`config.mk`:
```
export PLATFORM = sky130hd
export DESIGN_NAME = mesi_isc_breq_wrr_arb
export DESIGN_NICKNAME = d
export VERILOG_FILES = /design/src/rtl/mesi_isc_arb_pkg.sv /design/src/rtl/mesi_isc_rr_pick.sv /design/src/rtl/mesi_isc_breq_wrr_arb.sv
export SDC_FILE = /design/constraint.sdc
export NUM_CORES = 1
export LEC_CHECK = 0
export BUFFER_PORTS_ARGS = -buffer_cell sky130_fd_sc_hd__clkbuf_2
export CAP_MARGIN = 40
export CORE_MARGIN = 2
export CORE_UTILIZATION = 30
export DETAILED_ROUTE_END_ITERATION = 8
export PLACE_DENSITY = 0.48
export SLEW_MARGIN = 20
export SYNTH_ARGS = -nofsm -noshare
export SYNTH_HDL_FRONTEND = slang
export SYNTH_SLANG_ARGS = --single-unit
```
`constraint.sdc`:
```
create_clock -name clk -period 8.41 [get_ports clk]
set_clock_uncertainty 0.15 [all_clocks]
set_input_delay 0.841 -clock clk [delete_from_list [all_inputs] [get_ports clk]]
set_output_delay 0.841 -clock clk [all_outputs]
set_load 0.01 [all_outputs]
```
`src/rtl/mesi_isc_arb_pkg.sv`:
```
// Shared types and helpers for the breq-to-broad weighted round-robin arbiter.
package mesi_isc_arb_pkg;

    localparam int unsigned N_PORTS = 4;

    typedef logic [3:0] port_oh_t;

    typedef enum logic [1:0] {
        MODE_NONE   = 2'd0,
        MODE_STARVE = 2'd1,
        MODE_BURST  = 2'd2,
        MODE_NEW    = 2'd3
    } sel_mode_e;

    function automatic port_oh_t rotl1(input port_oh_t x);
        return {x[2:0], x[3]};
    endfunction

    // Input is one-hot or zero; zero maps to index 0.
    function automatic logic [1:0] oh2bin(input port_oh_t x);
        logic [1:0] b;
        b = '0;
        for (int i = 0; i < 4; i++) begin
            if (x[i]) b = b | 2'(i);
        end
        return b;
    endfunction

endpackage

```
`src/rtl/mesi_isc_rr_pick.sv`:
```
// Circular first-set picker: grants the first request at or after the one-hot pointer.
module mesi_isc_rr_pick
    import mesi_isc_arb_pkg::*;
(
    input  logic [3:0] req,
    input  logic [3:0] ptr,
    output logic [3:0] gnt
);

    logic [1:0] base;
    logic [1:0] idx;
    logic       found;

    always_comb begin
        gnt   = '0;
        found = 1'b0;
        idx   = '0;
        base  = oh2bin(ptr);
        for (int off = 0; off < 4; off++) begin
            idx = base + 2'(off);
            if (!found && req[idx]) begin
                gnt[idx] = 1'b1;
                found    = 1'b1;
            end
        end
    end

endmodule

```
`src/rtl/mesi_isc_breq_wrr_arb.sv`:
```
// Weighted round-robin arbiter with age-based starvation forcing that shares the
// broad FIFO write port between the four per-CPU breq FIFOs.
module mesi_isc_breq_wrr_arb
    import mesi_isc_arb_pkg::*;
#(
    parameter int unsigned WEIGHT_WIDTH = 3,
    parameter int unsigned AGE_WIDTH    = 4,
    parameter int unsigned AGE_LIMIT    = 12
) (
    input  logic                      clk,
    input  logic                      rst,
    input  logic [3:0]                fifo_status_empty_array_i,
    input  logic                      broad_fifo_status_full_i,
    input  logic [4*WEIGHT_WIDTH-1:0] weight_array_i,
    output logic [3:0]                fifo_rd_array_o,
    output logic                      broad_fifo_wr_o,
    output logic [3:0]                fifo_select_oh_o,
    output logic [1:0]                broad_cpu_id_o,
    output logic [3:0]                starve_array_o
);

    localparam logic [AGE_WIDTH-1:0]    AGE_MAX = AGE_WIDTH'(AGE_LIMIT);
    localparam logic [WEIGHT_WIDTH-1:0] W_ONE   = WEIGHT_WIDTH'(1);

    port_oh_t              owner_q, owner_d;
    port_oh_t              rr_ptr_q, rr_ptr_d;
    port_oh_t              starve_q, starve_d;
    logic [WEIGHT_WIDTH-1:0] credit_q, credit_d;
    logic [AGE_WIDTH-1:0]  age_q [4];
    logic [AGE_WIDTH-1:0]  age_d [4];

    port_oh_t              elig;
    port_oh_t              starve_req;
    port_oh_t              starve_gnt;
    port_oh_t              elig_gnt;
    port_oh_t              sel;
    sel_mode_e             mode;
    logic [WEIGHT_WIDTH-1:0] w_sel;
    logic [WEIGHT_WIDTH-1:0] w_eff;
    logic                  xfer;

    assign elig       = ~fifo_status_empty_array_i;
    assign starve_req = starve_q & elig;

    mesi_isc_rr_pick u_pick_starve (
        .req (starve_req),
        .ptr (rr_ptr_q),
        .gnt (starve_gnt)
    );

    mesi_isc_rr_pick u_pick_elig (
        .req (elig),
        .ptr (rr_ptr_q),
        .gnt (elig_gnt)
    );

    // Priority: starved FIFO, then continuing burst, then plain round robin.
    always_comb begin
        mode = MODE_NONE;
        sel  = '0;
        if (|starve_req) begin
            mode = MODE_STARVE;
            sel  = starve_gnt;
        end else if ((|(owner_q & elig)) && (credit_q != '0)) begin
            mode = MODE_BURST;
            sel  = owner_q;
        end else if (|elig) begin
            mode = MODE_NEW;
            sel  = elig_gnt;
        end
        w_sel = '0;
        for (int i = 0; i < 4; i++) begin
            if (sel[i]) w_sel = weight_array_i[i*WEIGHT_WIDTH +: WEIGHT_WIDTH];
        end
        w_eff = (w_sel == '0) ? W_ONE : w_sel;
    end

    assign xfer = ~rst & ~broad_fifo_status_full_i & (|sel);

    // Next-state: burst bookkeeping and ages only move on an actual transfer.
    always_comb begin
        owner_d  = owner_q;
        credit_d = credit_q;
        rr_ptr_d = rr_ptr_q;
        age_d    = age_q;
        if (xfer) begin
            case (mode)
                MODE_STARVE: begin
                    owner_d  = '0;
                    credit_d = '0;
                    rr_ptr_d = rotl1(sel);
                end
                MODE_BURST: begin
                    credit_d = credit_q - W_ONE;
                    if (credit_q == W_ONE) begin
                        owner_d  = '0;
                        rr_ptr_d = rotl1(sel);
                    end
                end
                MODE_NEW: begin
                    if (w_eff == W_ONE) begin
                        owner_d  = '0;
                        credit_d = '0;
                        rr_ptr_d = rotl1(sel);
                    end else begin
                        owner_d  = sel;
                        credit_d = w_eff - W_ONE;
                    end
                end
                default: ;
            endcase
            for (int i = 0; i < 4; i++) begin
                if (sel[i] || !elig[i]) begin
                    age_d[i] = '0;
                end else if (age_q[i] != AGE_MAX) begin
                    age_d[i] = age_q[i] + AGE_WIDTH'(1);
                end
            end
        end
        starve_d = '0;
        for (int i = 0; i < 4; i++) begin
            starve_d[i] = (age_d[i] == AGE_MAX);
        end
    end

    always_ff @(posedge clk or posedge rst) begin
        if (rst) begin
            owner_q  <= '0;
            credit_q <= '0;
            rr_ptr_q <= 4'b0001;
            starve_q <= '0;
            for (int i = 0; i < 4; i++) age_q[i] <= '0;
        end else begin
            owner_q  <= owner_d;
            credit_q <= credit_d;
            rr_ptr_q <= rr_ptr_d;
            starve_q <= starve_d;
            age_q    <= age_d;
        end
    end

    // Zero-latency outputs, forced quiet while reset is held.
    always_comb begin
        fifo_select_oh_o = rst ? 4'b0000 : sel;
        fifo_rd_array_o  = fifo_select_oh_o & {4{~broad_fifo_status_full_i}};
        broad_fifo_wr_o  = |fifo_rd_array_o;
        broad_cpu_id_o   = oh2bin(fifo_select_oh_o);
        starve_array_o   = starve_q;
    end

endmodule

```
**After elaboration in Yosys (flattened, before gate mapping)**

Index checks and enable logic that the tools add are counted.

- Logic and storage cells: 163
- Register bits: 31
- Bits of input ports: 19

- Muxes and demuxes: 73
- Equality and inequality tests: 15
- Reductions and logical operators: 36
- $lt $le $gt $ge: 8
- Bitwise gates (word level): 14
- $add $sub $neg: 9

Operator list:

| operator | number |
|---|---|
| two-way mux 4 bit | 24 |
| bitwise OR 4 bit | 6 |
| one-hot mux 4 bit (3 select lines) | 2 |
| two-way mux 1 bit | 20 |
| OR reduction 4 bit | 5 |
| two-way mux 3 bit | 6 |
| adder 4 x 1 -> 4 bit (second input constant) | 4 |
| binary-select mux 1 bit (select 2 bit) | 8 |
| == test 4 bit (second input constant) | 4 |
| two-way mux 16 bit | 1 |
| inequality test 4 bit (second input constant) | 4 |
| two-way mux 2 bit | 7 |
| bitwise AND 4 bit | 3 |
| < comparator 2 x 3 -> 1 bit (second input constant) | 4 |
| logical AND 1 bit | 11 |
| logical NOT 1 bit | 10 |
| one-hot mux 3 bit (3 select lines) | 1 |
| demux 1 bit (select 2 bit) | 4 |
| greater-or-equal comparator 2 x 1 -> 1 bit (second input constant) | 4 |
| == test 3 x 1 -> 1 bit (second input constant) | 2 |
| nonzero test 3 bit | 2 |
| subtractor 3 x 1 -> 3 bit (second input constant) | 2 |
| adder 2 bit (second input constant) | 2 |
| == test 2 bit (second input constant) | 2 |
| other kinds (11) | 17 |

**Depth between registers and ports, before layout**

Gate-level depths: netlist of the first run.

- Depth after elaboration: 27
- Depth in mapped cells: 20

**Hierarchy**

From an unflattened synthesis of the first run, not the netlist that was laid out.

- Cell total of the unflattened synthesis: 344
- Area total of the unflattened synthesis: 2912.8 µm²

By module, submodules not included:

| module | instances | area an instance (µm²) | cells an instance |
|---|---|---|---|
| mesi_isc_breq_wrr_arb | 1 | 2118.3 | 240 |
| mesi_isc_rr_pick (u_pick_elig) | 1 | 402.9 | 52 |
| mesi_isc_rr_pick (u_pick_starve) | 1 | 391.6 | 52 |

**Worst setup path before layout of the first run**

OpenSTA, ideal clock, no wires.

- Path kind: flip-flop to flip-flop
- Start point: register rr_ptr_q[3]
- End point: register rr_ptr_q[1]
- Cell stages (with the launch flop): 20
- Required time: 8.132 ns
- Path slack: 3.629 ns
- Data arrival time: 4.504 ns
- Clock period less this slack: 4.781 ns
- Library setup time: 0.128 ns
- Path through: dfrtp_1 or2_1 buf_6 buf_4 inv_1 ha_1 clkbuf_1 nor4bb_1 o21ai_2 o2bb2a_4 a221o_1 a2111o_1 a2111oi_0 o221ai_1 and2_1 a221o_1 ha_1 a31oi_1 nor2_1 mux2_1

- Word-level cells in the longest chain between the ends: 25

Ends and longest elaborated chain:

| what | line | source |
|---|---|---|
| from (decl) | mesi_isc_breq_wrr_arb.sv:26 | `port_oh_t rr_ptr_q, rr_ptr_d;` |
| from (signal assigned) | mesi_isc_breq_wrr_arb.sv:136 | `rr_ptr_q <= rr_ptr_d;` |
| two-way mux 2 bit * | mesi_isc_arb_pkg.sv:24 | `if (x[i]) b = b \| 2'(i);` |
| branches (longest 14 deep; another with < comparator 2 x 3 -> 1 bit) | n/a |  |
| two-way mux 4 bit * | mesi_isc_breq_wrr_arb.sv:61 | `if (\|starve_req) begin` |
| two-way mux 3 bit (4 in series) | mesi_isc_breq_wrr_arb.sv:73 | `if (sel[i]) w_sel = weight_array_i[i*WEIGHT_WIDTH +: WEIGHT_WIDTH];` |
| logical NOT 3 bit | mesi_isc_breq_wrr_arb.sv:75 | `w_eff = (w_sel == '0) ? W_ONE : w_sel;` |
| two-way mux 3 bit | mesi_isc_breq_wrr_arb.sv:75 |  |
| == test 3 x 1 -> 1 bit | mesi_isc_breq_wrr_arb.sv:101 | `if (w_eff == W_ONE) begin` |
| inequality test 2 bit (no line) | n/a |  |
| AND reduction 4 bit (no line) | n/a |  |

Mark *: on every way between the ends. The select of a mux whose other input is x is not followed.
A chain may end at the register's enable or synchronous reset.

**Worst setup path in the final report of the first run**

- Start point: register rr_ptr_q[3]
- End point: register rr_ptr_q[2]

Same word-level chain as after synthesis.

==> out/metrics.yaml, run 1 <==
status:
  status: "finished clean"
logic_synthesis:
  ys_seq_elements: 30
  synth_cells: 359
  syn-num-nets: 399
  synth_edf_count: 0
  synthArstFlopShare: 1.000
  ys_seq_area_frac: 0.2530
  yosysWarnings: 0
  avgSynthCellArea_sq_um: 8.267
  synth.cell_area_sq_um: 2968
  synth_flop_cell: "dfrtp_1"
  ys_types: 66
sta:
  setup_violations: 0
  hold_viol: 0
  min_period_ns: 5.520
  finalCritPeriodShare: 0.6563
  drv_slew: 0
  fin_setup_tns_ns: 0
  worst_slack_ns: 2.890
  max_freq_mhz: 181.2
  tightest_slew_ns: 0.8725
  slew_headroom: 0.4172
  rsz0062_at_grt: "false"
die:
  io_pins: 34
  die_x_microns: 103.5
  core.rowCount: 36
  start_util: 0.3065
  die_y_microns: 103.5
  die-area_sq_um: 10700
  core-area_sq_um: 9684
setup_path:
  crit_fanout: 15
  required_ns: 8.43
  cp-start-kind: "flip-flop"
  cp_data_arrival_time_ns: 5.54
  crit_type: "flip-flop to flip-flop"
  cp-end-kind: "flip-flop"
cells_and_area:
  final_cell_mix: "clkbuf_2 (33), nor2_1 (31), nand2_1 (30), dfrtp_1 (30)"
  area_delta_synth_final_pct: 12.86
  antennaDiodeCount: 0
  seq_area_sq_um: 750.7
  final_common_cell: "clkbuf_2"
  fin_nets: 425
  fillers: 1028
  drive_above_1_share: 0.1710
  multiInputGateArea_sq_um: 2017
  utilization: 0.3459
detailed_routing:
  num_vias: 2791
  wire_per_inst_microns: 15.86
  ant_nets: 0
  drt-total-wl_mm: 8.233
  drcViolationCount: 0
  drt_iter0_drc: 150
  dr.pass1.iters: 5
  via_per_inst: 5.378
cts:
  ctsHoldBuffers: 0
  path_clk_slew_ns: 0.07
  h-tree-depth: 2
  clock_path_buffers: 2
  cts_sinks: 30
  cts_setup_buffers: 0
  insertion_delay_ns: 0.28
  ctsResizeCount: 0
  numCtsBuffers: 5
  cts_tree: "done"
  clock-root-buffer: "clkbuf_8"
grt:
  grt_pass1_wl_mm: 13.38
  use_met2: 0.2516
  gr-max-usage-layer: "met2"
  grt_use_met3: 0.02218
  met1_usage: 0.2366
  track_usage: 0.1625
  grt_pass1_vias: 2511
  grt_overflow_total: 0
  grt_max_degree: 31
  antenna_found_initial: 0
power_and_ir_drop:
  vdd_drop_max_mv: 0.1268
  power_density_nw_per_um2: 379.7
  cellLeakagePower_uw: 0.001418
min_path:
  hold_path_class: "flip-flop to flip-flop"
place:
  place_ws_ns: 2.954
  dp_hpwl_mm: 6.343
  finalWeightedCongestion: 0.8537
  portBuffers: 33
job:
  maxCapViolCount: 0
-- state kept, by name, indices dropped and copies added (netlist names) --
signal and cells:
age_q 16, credit_q 3, rr_ptr_q 3, starve_array_o 4, owner_q 4
-- worst max-delay path, stage by stage (launching register included) --
cell	delay (ns)
dfrtp_1	0.48
or2_1	0.54
inv_1	0.14
ha_1	0.50
mux2_2	0.41
nand2_1	0.08
o22ai_1	0.11
and2_1	0.17
o21a_1	0.20
a2111oi_2	0.76
o221ai_1	0.36
and2_1	0.26
a221o_1	0.35
ha_1	0.21
a31oi_1	0.21
nor2_1	0.14
mux2_1	0.32
-- kinds of logic after synthesis --
group / Yosys count / share of synthesized area
AO/OA/AOI/OAI: 90 / 0.2374
adder cells (fa/ha/maj): 21 / 0.08853
buffers and inverters: 40 / 0.06746
flip-flops: 30 / 0.2530
multiplexers: 14 / 0.06197
AND/OR/NAND/NOR: 164 / 0.2917
-- Yosys cell counts (all sizes together) (2+ instances only) --
cell      n  share of area
mux4      3          0.023
inv      24          0.031
mux2      5          0.019
a221oi    3         0.0089
a31o      2         0.0059
nor2b    17          0.036
or2       5          0.011
nand4b    2         0.0059
nor3b     2         0.0051
and2      5          0.011
a2111o    3          0.011
nor4b     2         0.0059
nand4     6          0.013
or4       2         0.0051
o221ai    4          0.014
nand3    20          0.034
a211o     2         0.0059
nor4bb    4          0.013
o41ai     4          0.024
a2111oi   3          0.017
a41oi     3         0.0089
nor3     21          0.037
a31oi     5          0.011
dfrtp    30           0.25
and3      4         0.0084
a221o     3          0.010
a211oi    2         0.0051
ha       21          0.089
nand3b    2         0.0051
nor2     31          0.039
o21ai    25          0.045
clkbuf    7         0.0089
buf       9          0.027
mux2i     6          0.020
nand2b    6          0.013
a21oi    21          0.037
a22oi     2         0.0051
nor4      2         0.0042
nand2    30          0.038
-- power by group --
group / switching (uW) / internal, uW / leakage, uW
logic: 533 / 329 / 0.000945
registers: 43.6 / 184 / 0.000402
clock network: 56.5 / 126 / 0.0000714
total: 633 / 639 / 0.00142
-- stage by stage --
step           instance area, sq um  power [uW]  hold slack (ns)  std cells
6_report                       3349        1272           0.3587        519
5_1_grt                        3349        1394           0.4156        519
4_1_cts                        3349        1277           0.3614        519
3_5_place_dp                   3207        1086           0.3457        511
3_3_place_gp                   3207        1089           0.3387        511
2_1_floorplan                  2968       901.5           0.3075        359
-- layout make-up --
class                           instances  share of cell area
Clock buffer                            6             0.02465
Clock inverter                          2             0.01793
Inverter                               24             0.02764
Multi-Input combinational cell        289              0.6022
Sequential cell                        30              0.2241
Tap cell                              133             0.04968
Timing Repair Buffer                   35             0.05379
-- routing by layer --
layer / wire (microns) / vias to the layer above
li1: - / 1381
met1: 3990 / 1353
met2: 3916 / 51
met3: 233 / 6
met4: 92 / 0
met5: 0 / -
-- path summary, 6_finish.rpt --
path,startpoint,slack [ns],end,depth (start not counted)
min in group asynchronous,rst,0.60,credit_q[1],3
max reg2reg,rr_ptr_q[3],2.89,rr_ptr_q[2],16
max,rr_ptr_q[3],2.89,rr_ptr_q[2],16
min,owner_q[1],0.36,owner_q[1],2
min reg2reg,owner_q[1],0.36,owner_q[1],2
max in group asynchronous,rst,7.22,starve_array_o[1],3
No activity file was read; power rests on OpenSTA's default activity.
==> inputs of run 2 (changes only) <==
Clock period 8.41 ns to 5.55 ns, I/O delays scaled along.
==> out/metrics.yaml, run 2 (synthesis results as in run 1) <==
status:
  status: "finished clean"
setup_path:
  crit_fanout: 11  # -4
  cp-start-kind: "flip-flop"
  cp_data_arrival_time_ns: 5.15  # -0.39 ns
  cp-end-kind: "flip-flop"
  required_ns: 5.57  # -2.86 ns
  cp_top_family: "compound AO/OA/AOI/OAI gates"
  cp_num_buf_inv: 0  # -1
  crit_type: "flip-flop to flip-flop"
  crit_path_max_incr_delay_ns: 0.50  # -0.26 ns
  crit_chain: "or2_1 > ha_1 > nor4bb_1 > o21ai_2 > o2bb2a_4 > a221o_1 > a2111o_1 > a2111oi_0 > o221ai_1 > and2_1 > a221o_1 > ha_1 > a31oi_1 > nor2_1 > mux2_1"
  cpMaxStageDelayCell: "ha_1"
power_and_ir_drop:
  power_density_nw_per_um2: 560.7  # +48%
  clkPwrFrac: 0.102  # -0.042
  power_frac_comb: 0.710  # +0.033
  internal_power_uw: 892.6  # +40%
  p_total_uw: 1860  # +46%
  vdd_drop_max_mv: 0.1728  # +36%
  seqPwrFrac: 0.187  # +0.008
  cellLeakagePower_uw: 0.001404  # -1.0%
  sw_frac_of_total: 0.5200  # +0.02246
  switching_power_uw: 967.0  # +53%
cts:
  clock_path_buffers: 2  # unchanged
  clock-root-buffer: "clkbuf_8"
  ctsResizeCount: 0  # unchanged
  cts_setup_buffers: 0  # unchanged
  cts_tree: "done"
  numCtsBuffers: 5  # unchanged
  insertion_delay_ns: 0.28  # about the same
  path_clk_slew_ns: 0.07  # about the same
  ctsHoldBuffers: 0  # unchanged
  cts_sinks: 30  # unchanged
  h-tree-depth: 2  # unchanged
cells_and_area:
  fin_nets: 427  # +0.47%
  multiInputGateArea_sq_um: 2017  # unchanged
  stdcell_count: 521  # +0.39%
  antennaDiodeCount: 0  # unchanged
  seq_area_sq_um: 750.7  # unchanged
  top_register: "age_q"
  area_delta_synth_final_pct: 11.76
  fillers: 1032  # +0.39%
  drive_above_1_share: 0.1753  # +0.004273
  final_common_cell: "clkbuf_2"
  final_cell_mix: "clkbuf_2 (33), nor2_1 (31), nand2_1 (30), dfrtp_1 (30)"
  largest_reg_flops: 16  # unchanged
detailed_routing:
  ant_nets: 0  # unchanged
  top_layer_used: "met4"
  met1_length_mm: 3.922  # -1.7%
  via_per_inst: 5.340  # -0.71%
  met3_length_microns: 357  # +53%
  drt_iter0_drc: 138  # -8.0%
  dr_wl_met2_mm: 3.894  # -0.56%
  wire_per_inst_microns: 15.83  # -0.24%
  num_vias: 2782  # -0.32%
  dr.pass1.iters: 4  # -1
  drcViolationCount: 0  # unchanged
  drt-total-wl_mm: 8.245  # +0.15%
grt:
  grt_pass1_vias: 2558  # +1.9%
  grt_pass1_wl_mm: 13.50  # +0.93%
  grt_overflow_total: 0  # unchanged
  track_usage: 0.1632  # +0.0007264
  grt_max_degree: 31  # unchanged
  antenna_found_initial: 0  # unchanged
sta:
  drv_slew: 0  # unchanged
  slew_headroom: 0.5868  # +0.1696
  finalCritPeriodShare: 0.9235  # +0.2672
  worst_slack_ns: 0.4244  # -2.466 ns
  hold_viol: 0  # unchanged
  min_period_ns: 5.126  # -0.3942 ns
  max_freq_mhz: 195.1  # +7.7%
  rsz0062_at_grt: "false"
  fin_setup_tns_ns: 0  # unchanged
  tightest_slew_ns: 0.6142  # -0.2583 ns
  setup_violations: 0  # unchanged
die:
  core.rowCount: 36  # unchanged
  start_util: 0.3065  # unchanged
  die_x_microns: 103.5  # unchanged
  io_pins: 34  # unchanged
  core-area_sq_um: 9684  # unchanged
  die_y_microns: 103.5  # unchanged
  die-area_sq_um: 10700  # unchanged
place:
  dp_hpwl_mm: 6.412  # +1.1%
  portBuffers: 33  # unchanged
  finalWeightedCongestion: 0.8802  # +3.1%
  place_inst: 513  # +0.39%
  place_ws_ns: 0.4715  # -2.482 ns
min_path:
  hold_path_class: "input port to async pin"
job:
  maxCapViolCount: 0  # unchanged
## run 2: cell count changes in the layout (fill, tap and decap cells not counted)
cell        delta
clkinv_2       +1
clkinvlp_4     +1
buf_4          +2
bufinv_16      -2
## run 2: stage by stage
step	area [sq um]	hold slack [ns]	utilization
after floorplan	2968	0.3075	-
after global placement	3222	0.3812	0.3327
after detailed placement	3222	0.3759	0.3327
after CTS	3317	0.3323	0.3425
after global routing	3317	0.3778	0.3425
final	3317	0.3067	0.3425
## run 2: area by class of cell
cell class / instances / area share
Clock inverter: 2 / 0.003772
Tap cell: 133 / 0.05017
Multi-Input combinational cell: 289 / 0.6081
Timing Repair Buffer: 37 / 0.05885
Sequential cell: 30 / 0.2263
Inverter: 24 / 0.02791
Clock buffer: 6 / 0.02490
## run 2: worst paths after layout
| check | to | depth (start not counted) | slack, ns | start |
|---|---|---|---|---|
| setup / recovery | rr_ptr_q[2] | 15 | 0.42 | rr_ptr_q[2] |
| hold / removal | age_q[5] | 3 | 0.31 | rst |
| setup reg to reg | rr_ptr_q[2] | 15 | 0.42 | rr_ptr_q[2] |
| hold reg to reg | owner_q[0] | 2 | 0.40 | owner_q[0] |
| max in group asynchronous | age_q[3] | 3 | 4.65 | rst |
| min in group clk | owner_q[0] | 2 | 0.40 | owner_q[0] |
## run 2: metal layers
layer | track usage | vias up
met4 | 0.03340 | 0
li1 | - | 1385
met1 | 0.2338 | 1331
met3 | 0.02218 | 7
met2 | 0.2635 | 59
met5 | 0 | -
## run 2: power groups by stage
stage / registers, uW / logic [uW] / clock network, uW
3_3_place_gp: 351 / 1310 / 0
4_1_cts: 347 / 1320 / 195
5_1_grt: 359 / 1470 / 208
2_1_floorplan: 325 / 1040 / 0
6_report: 349 / 1320 / 190
3_5_place_dp: 351 / 1310 / 0
## run 2: worst min-delay path, cell delays in order
cell and delay [ns]:
clkbuf_2 0.17, inv_1 0.08, buf_4 0.36
==> inputs of run 3 (changes only) <==
--- a/config.mk
+++ b/config.mk
@@ -6,10 +6,10 @@
 export NUM_CORES = 1
 export LEC_CHECK = 0
-export BUFFER_PORTS_ARGS = -buffer_cell sky130_fd_sc_hd__clkbuf_2
 export CAP_MARGIN = 40
 export CORE_MARGIN = 2
 export CORE_UTILIZATION = 30
 export DETAILED_ROUTE_END_ITERATION = 8
-export PLACE_DENSITY = 0.48
+export DONT_BUFFER_PORTS = 1
+export PLACE_DENSITY = 0.45
 export SLEW_MARGIN = 20
 export SYNTH_ARGS = -nofsm -noshare
--- a/constraint.sdc
+++ b/constraint.sdc
@@ -3,3 +3,3 @@
 set_input_delay 0.555 -clock clk [delete_from_list [all_inputs] [get_ports clk]]
 set_output_delay 0.555 -clock clk [all_outputs]
-set_load 0.01 [all_outputs]
+set_load 0.005 [all_outputs]
==> out/metrics.yaml, run 3 (synthesis results as in run 1) <==
sta:
  fin_setup_tns_ns: 0  # unchanged
  max_freq_mhz: 199.4  # +2.2%
  tightest_slew_ns: 0.5765  # -0.03770 ns
  finalCritPeriodShare: 0.9034  # -0.02010
  whs_ns: 0.08362  # -0.2231 ns
  setup_violations: 0  # unchanged
  rsz0062_at_grt: "false"
  drv_slew: 0  # unchanged
  hold_viol: 0  # unchanged
  min_period_ns: 5.014  # -0.1115 ns
  slew_headroom: 0.6121  # +0.02536
cells_and_area:
  fin_nets: 397  # -7.0%
  final_cell_mix: "nor2_1 (31), nand2_1 (30), dfrtp_1 (30)"
  area_delta_synth_final_pct: 6.956
  drive_above_1_share: 0.1061  # -0.06911
  antennaDiodeCount: 0  # unchanged
  top_register: "age_q"
  largest_reg_flops: 16  # unchanged
  final_common_cell: "nor2_1"
die:
  core.rowCount: 36  # unchanged
  die-area_sq_um: 10700  # unchanged
  core-area_sq_um: 9684  # unchanged
  io_pins: 34  # unchanged
  die_x_microns: 103.5  # unchanged
  die_y_microns: 103.5  # unchanged
  start_util: 0.3065  # unchanged
detailed_routing:
  via_per_inst: 5.436  # +1.8%
  wire_per_inst_microns: 16.71  # +5.6%
  drt-total-wl_mm: 8.205  # -0.49%
  ant_nets: 0  # unchanged
  drcViolationCount: 0  # unchanged
  dr.pass1.iters: 4  # unchanged
  num_vias: 2669  # -4.1%
  drt_iter0_drc: 155  # +12%
setup_path:
  required_ns: 5.57  # about the same
  cp-end-kind: "flip-flop"
  cp_data_arrival_time_ns: 5.04  # -0.11 ns
  crit_path_start: "rr_ptr_q[2]"
  timing.rr.start: "rr_ptr_q[2]"
  cp_top_family: "compound AO/OA/AOI/OAI gates"
  cp-start-kind: "flip-flop"
  cp_num_buf_inv: 0  # unchanged
  crit_fanout: 10  # -1
  crit_type: "flip-flop to flip-flop"
  cpMaxStageDelayCell: "a2111o_1"
  r2r_cells: 15  # unchanged
  crit_cells: 15  # unchanged
  crit_path_max_incr_delay_ns: 0.49  # about the same
  crit_chain: "or2_1 > ha_1 > nor4bb_1 > o21ai_2 > o2bb2a_4 > a221o_1 > a2111o_1 > a2111oi_0 > o221ai_1 > and2_1 > a221o_1 > ha_1 > a31oi_1 > nor2_1 > mux2_1"
cts:
  cts_tree: "done"
  path_clk_slew_ns: 0.07  # about the same
  cts_setup_buffers: 0  # unchanged
  numCtsBuffers: 5  # unchanged
  h-tree-depth: 2  # unchanged
  insertion_delay_ns: 0.28  # about the same
  cts_sinks: 30  # unchanged
  ctsResizeCount: 0  # unchanged
  clock_path_buffers: 2  # unchanged
  ctsHoldBuffers: 0  # unchanged
  clock-root-buffer: "clkbuf_8"
power_and_ir_drop:
  power_density_nw_per_um2: 573.6  # +2.3%
  cellLeakagePower_uw: 0.001275  # -9.2%
  vdd_drop_max_mv: 0.2258  # +31%
grt:
  track_usage: 0.1614  # -0.001806
  antenna_found_initial: 0  # unchanged
  grt_pass1_vias: 2522  # -1.4%
  grt_max_degree: 31  # unchanged
  grt_overflow_total: 0  # unchanged
  grt_pass1_wl_mm: 13.46  # -0.36%
job:
  maxCapViolCount: 0  # unchanged
min_path:
  hold_path_class: "input port to async pin"
status:
  status: "finished clean"
place:
  finalWeightedCongestion: 0.8067  # -8.4%
  dp_hpwl_mm: 6.399  # -0.21%
  portBuffers: 0  # -100%
==> run 3: cell count changes in the layout (fill, tap and decap cells not counted) <==
cell,previous run,this run
buf_4,4,7
clkbuf_2,33,0
==> run 3: through the flow <==
step	instance area [sq um]	total power [uW]	util	worst slack, ns	instances
2_1_floorplan	2968	1351	-	0.7686	359
5_1_grt	3174	2010	0.3278	0.1487	491
6_report	3174	1821	0.3278	0.5359	491
3_3_place_gp	3079	1630	0.3180	0.6767	483
4_1_cts	3174	1827	0.3278	0.5590	491
3_5_place_dp	3079	1624	0.3180	0.5824	483
==> run 3: report_power, final <==
| part | switching (uW) | internal [uW] |
|---|---|---|
| clock | 87.6 | 99.6 |
| combinational | 786 | 501 |
| sequential | 67.6 | 279 |
==> run 3: path summary, 6_finish.rpt <==
path,to,slack (ns)
setup / recovery,rr_ptr_q[1],0.54
hold / removal,credit_q[1],0.08
setup reg to reg,rr_ptr_q[1],0.54
hold reg to reg,owner_q[3],0.37
max in group asynchronous,age_q[9],4.87
min in group clk,owner_q[3],0.32
==> run 3: routing by layer <==
| metal | track usage | up-vias | wire, microns |
|---|---|---|---|
| met5 | 0 | - | 0 |
| met4 | 0.04960 | 0 | 142 |
| met3 | 0.02621 | 11 | 368 |
| met2 | 0.2471 | 58 | 3704 |
| met1 | 0.2331 | 1272 | 3991 |
| li1 | - | 1328 | - |
==> run 3: area by class of cell <==
type | instances | area, sq um
clock buffers | 6 | 82.58
clock inverters | 2 | 12.51
fillers | 1010 | 6510
inverters | 24 | 92.59
multi-input cells | 289 | 2017
flip-flops and latches | 30 | 750.7
well taps | 133 | 166.4
repair buffers | 7 | 52.55
